**config.mk**
```make
export PLATFORM = sky130hd
export DESIGN_NAME = if_id
export DESIGN_NICKNAME = d
export VERILOG_FILES = /design/src/rtl/if_id.sv
export SDC_FILE = /design/constraint.sdc
export NUM_CORES = 1
export LEC_CHECK = 0
export BUFFER_PORTS_ARGS = -buffer_cell sky130_fd_sc_hd__buf_4
export CAP_MARGIN = 15
export CELL_PAD_IN_SITES_DETAIL_PLACEMENT = 0
export CELL_PAD_IN_SITES_GLOBAL_PLACEMENT = 2
export CORE_MARGIN = 2
export CORE_UTILIZATION = 26
export CTS_CLUSTER_SIZE = 40
export DETAILED_ROUTE_END_ITERATION = 16
export GPL_ROUTABILITY_DRIVEN = 0
export PLACE_DENSITY_LB_ADDON = 0.1
export SLEW_MARGIN = 20
export SYNTH_ARGS = -nofsm -noshare
export SYNTH_HDL_FRONTEND = slang
export SYNTH_SLANG_ARGS = --single-unit
```
**constraint.sdc**
```tcl
create_clock -name clk -period 1 [get_ports clk]
set_input_delay 0.05 -clock clk [delete_from_list [all_inputs] [get_ports clk]]
set_output_delay 0.05 -clock clk [all_outputs]
set_load 0.02 [all_outputs]
```
**src/rtl/if_id.sv**
```systemverilog
// ----------------------------------------------------------------------------
// if_id: IF/ID pipeline register of the 5-stage core.
//
// Captures the fetched instruction and its word address every rising edge and
// presents them to decode one cycle later. A taken jump/branch (jump_i) loads a
// bubble (NOP_INSTR, address 0) instead of the wrongly fetched instruction.
//
// Optional build macro: IFID_STALL_EN
//   When defined, adds stall_i (after addr_o) which holds the current contents
//   for load-use hazards. Priority: reset > jump_i flush > stall_i hold > load.
//
// Ports:
//   clk      in   pipeline clock, rising edge
//   rst_n    in   asynchronous active-low reset (outputs -> NOP / 0)
//   jump_i   in   flush request, sampled at the rising edge
//   Instr_i  in   [INSTR_W] instruction from fetch
//   addr_i   in   [ADDR_W]  word address of Instr_i
//   Instr_o  out  [INSTR_W] registered instruction to decode
//   addr_o   out  [ADDR_W]  registered address to decode
//   stall_i  in   hold request (IFID_STALL_EN builds only)
// ----------------------------------------------------------------------------
module if_id #(
    parameter int unsigned          INSTR_W   = 32,
    parameter int unsigned          ADDR_W    = 14,
    parameter logic [INSTR_W-1:0]   NOP_INSTR = '0
) (
    input  logic               clk,
    input  logic               rst_n,
    input  logic               jump_i,
    input  logic [INSTR_W-1:0] Instr_i,
    input  logic [ADDR_W-1:0]  addr_i,
    output logic [INSTR_W-1:0] Instr_o,
    output logic [ADDR_W-1:0]  addr_o
`ifdef IFID_STALL_EN
    ,
    input  logic               stall_i
`endif
);

    // Hold request; tied off when the stall feature is not built.
    logic hold_c;

`ifdef IFID_STALL_EN
    assign hold_c = stall_i;
`else
    assign hold_c = 1'b0;
`endif

    // Pipeline register: flush beats hold, hold beats load.
    always_ff @(posedge clk or negedge rst_n) begin
        if (!rst_n) begin
            Instr_o <= NOP_INSTR;
            addr_o  <= '0;
        end else if (jump_i) begin
            Instr_o <= NOP_INSTR;
            addr_o  <= '0;
        end else if (!hold_c) begin
            Instr_o <= Instr_i;
            addr_o  <= addr_i;
        end
    end

endmodule

```
== Word level (Yosys, flattened, before mapping) ==
Index checks and enable logic that the tools add are counted.
Operators by class
  multiplexer cells: 2
Operator list (number)
  32-bit two-way mux: 1
  14-bit two-way mux: 1
Storage, ports and cells
  input port bits: 49
  output and inout port bits: 46
  register bits after elaboration: 46

== Logic depth before layout (Yosys ltp) ==
  depth in word-level cells: 1
  gate-level depth with buffers: 2
  gate-level depth less buffers: 1

== Worst setup path after synthesis ==
OpenSTA, ideal clock, no wires.
  path type: register to output
  start point: register Instr_o[0]
  end point: output Instr_o[0]
  cell stages (with the launch flop): 1
  arrival time: 0.416 ns
  path buffers: 0
  setup slack: 0.534 ns
  required time: 0.950 ns
  cells stage by stage: dfrtp_1
RTL lines
  start: declaration: line 32  | output logic [INSTR_W-1:0] Instr_o,
  start signal: assignment: line 58  | Instr_o <= Instr_i;
No word-level cell between the ends.

== Worst setup path in the final report ==
  start point: register Instr_o[8]
  end point: output Instr_o[8]
No word-level cell between the ends.

==> impl_metrics.csv <==
group,metric,value,unit
clocking,cts_resized,0,
floorplan,die_y,78.9,um
clocking,cts_tree,"done",
placed_design,place_inst,260,
finish,fillers,508,
critical_path,crit_start,"Instr_o[8]",
pwr,cellPowerDensity,1320,mW/mm^2
finish,final_layout_size_suffix_gt1_frac,0.421,
critical_path,cp_max_fo,1,
timing,fin_crit,0.869,ns
route,first_iter_violations,24,
grt,first_global_vias,1362,
synthesis,synth-edff-count,0,
finish,syn_to_final_growth,91.9,%
finish,diodes,0,
critical_path,cp-end-kind,"output port",
synthesis,synth_top_area_frac,0.788,
job,cap_violations,0,
clocking,clk_path_buf_depth,2,
timing,rsz0062_at_grt,"no",
route,vias,1183,
timing,fin_crit_sh,0.869,
route,routed_wl,3490,um
floorplan,die_area,0.00623,mm^2
synthesis,synth-async-reset-ratio,1.00,
placed_design,numPortBuffers,94,
synthesis,ys_warn_count,0,
critical_path,worstPathArrival,0.82,ns
outcome,outcome,"finished clean",
synthesis,postSynthAreaPerCell,15.2,um^2
synthesis,synth.largest_area_cell,"dfrtp_1",
finish,final_util,0.512,
grt,grt_start_max_net_pins,47,
timing,fin_tns_setup,0,ns
timing,clock.fmax,1.15,GHz
finish,multi_input_area,289,um^2
route,vias_per_cell,3.79,
clocking,cts-root-buf,"clkbuf_8",
grt,grt_pass1_wl,5750,um
synthesis,dominantRegCellSynth,"dfrtp_1",
synthesis,synthesis.area,0.00146,mm^2
timing,slew_headroom,0.627,
critical_path,worst_path_max_delay_cell,"dfrtp_1",
floorplan,start_util,0.267,
pwr,power.leakage,1.41,nW
finish,regArea,0.00115,mm^2
pwr,ir_worst_vdd,0.000581,V
clocking,cts_sinks,46,
clocking,htreeDepth,2,
grt,antenna_found_initial,0,
timing,finalSetupViolCount,0,
critical_path,cpLargestDelayFamily,"flip-flops",
critical_path,critPathRequiredTime,0.95,ns
timing,timing.final.ws_setup,0.131,ns
clocking,holdBufCountCts,45,
synthesis,ys_seq_elements,46,
finish,finalNetCount,289,
timing,slew_violations,0,
critical_path,cp.buffers_inverters,1,
synthesis,ys_seq_area_frac,0.788,
critical_path,startpoint_type,"flip-flop",
placed_design,place_hpwl,2360,um
floorplan,die_width,78.9,um
floorplan,rows,27,
synthesis,mappedNetlistNets,145,
route,wl_per_cell,11.2,um
route,drc,0,
synthesis,yosysUniqueCellTypes,4,
hold_path,hold_class,"primary input to flip-flop",
floorplan,core,0.00547,mm^2
critical_path,slowest_delay,0.38,ns
timing,worst_slew_pin_slew,0.559,ns
grt,grt_usage,0.122,
timing,hold_slack,0.00712,ns
route,ant_nets,0,
finish,layout.cells.non_filler,312,
critical_path,crit_chain,"buf_4",
clocking,post_cts_buffers,0,
placed_design,dp_slack,0.385,ns
clocking,clkTransAtPathRegs,0.07,ns
critical_path,path_class,"flip-flop to output port",
synthesis,synth.area.top_cells,"dfrtp_1 (79%), nor2b_1 (19%), buf_2 (1.4%)",
grt,grt_overflow,0,
route,dr.pass1.iters,2,
synthesis,synthCells,96,
synthesis,synth_most_common_cell,"dfrtp_1",
synthesis,synthTopCellsByCount,"dfrtp_1 (46), nor2b_1 (45), buf_2 (4)",
floorplan,io_pins,95,
timing,final_hold_viol_count,0,
clocking,cts_made_buffers,5,
hold_path,min-delay-start,"addr_i[6]",
-- power by group --
group          switching [mW]  internal, mW
clock                   0.540         0.481
sequential             0.0254          1.95
combinational           0.291         0.410
-- area by class of cell --
class	count	share of cell area
Clock buffer	7	0.0272
Multi-Input combinational cell	46	0.103
Sequential cell	46	0.411
Tap cell	72	0.0321
Timing Repair Buffer	141	0.427
-- metal layers --
layer / track usage / wire (um) / up-vias
met3: 0.0557 / 368 / 7
met2: 0.234 / 1900 / 60
met1: 0.110 / 1160 / 546
met5: 0 / 0 / -
met4: 0.0448 / 57 / 0
li1: - / - / 570
-- cell usage in the layout (no fill, tap or decap) --
master / synthesis / routed
and2b_1: 1 / 1
dfrtp_1: 46 / 46
dlygate4sd3_1: 0 / 45
buf_4: 0 / 94
clkbuf_1: 0 / 2
buf_12: 0 / 2
nor2b_1: 45 / 45
clkbuf_8: 0 / 5
-- registers in the layout (all words and copies together) (netlist names) --
register	cells
addr_o	14
Instr_o	32
-- final timing paths --
| path | endpoint | depth (start not counted) | slack [ns] |
|---|---|---|---|
| setup / recovery | Instr_o[8] | 1 | 0.13 |
| min in group asynchronous | addr_o[5] | 2 | 0.30 |
| max in group asynchronous | addr_o[12] | 2 | 0.32 |
| hold / removal | addr_o[6] | 2 | 0.007 |
-- through the flow --
stage	instance area [um^2]	total power, mW
5_1_grt	2800	3.92
6_report	2800	3.70
3_5_place_dp	2280	2.59
4_1_cts	2800	3.77
3_3_place_gp	2280	2.58
2_1_floorplan	1460	2.22
-- kinds of logic (layout without fill, tap and decap cells) --
| group | count (synthesis) | in the layout | share of synthesized area |
|---|---|---|---|
| buffers and inverters | 4 | 148 | 0.0137 |
| AND/OR/NAND/NOR | 46 | 46 | 0.198 |
| flip-flops | 46 | 46 | 0.788 |
Note: power is estimated with default switching activity, not from simulation.
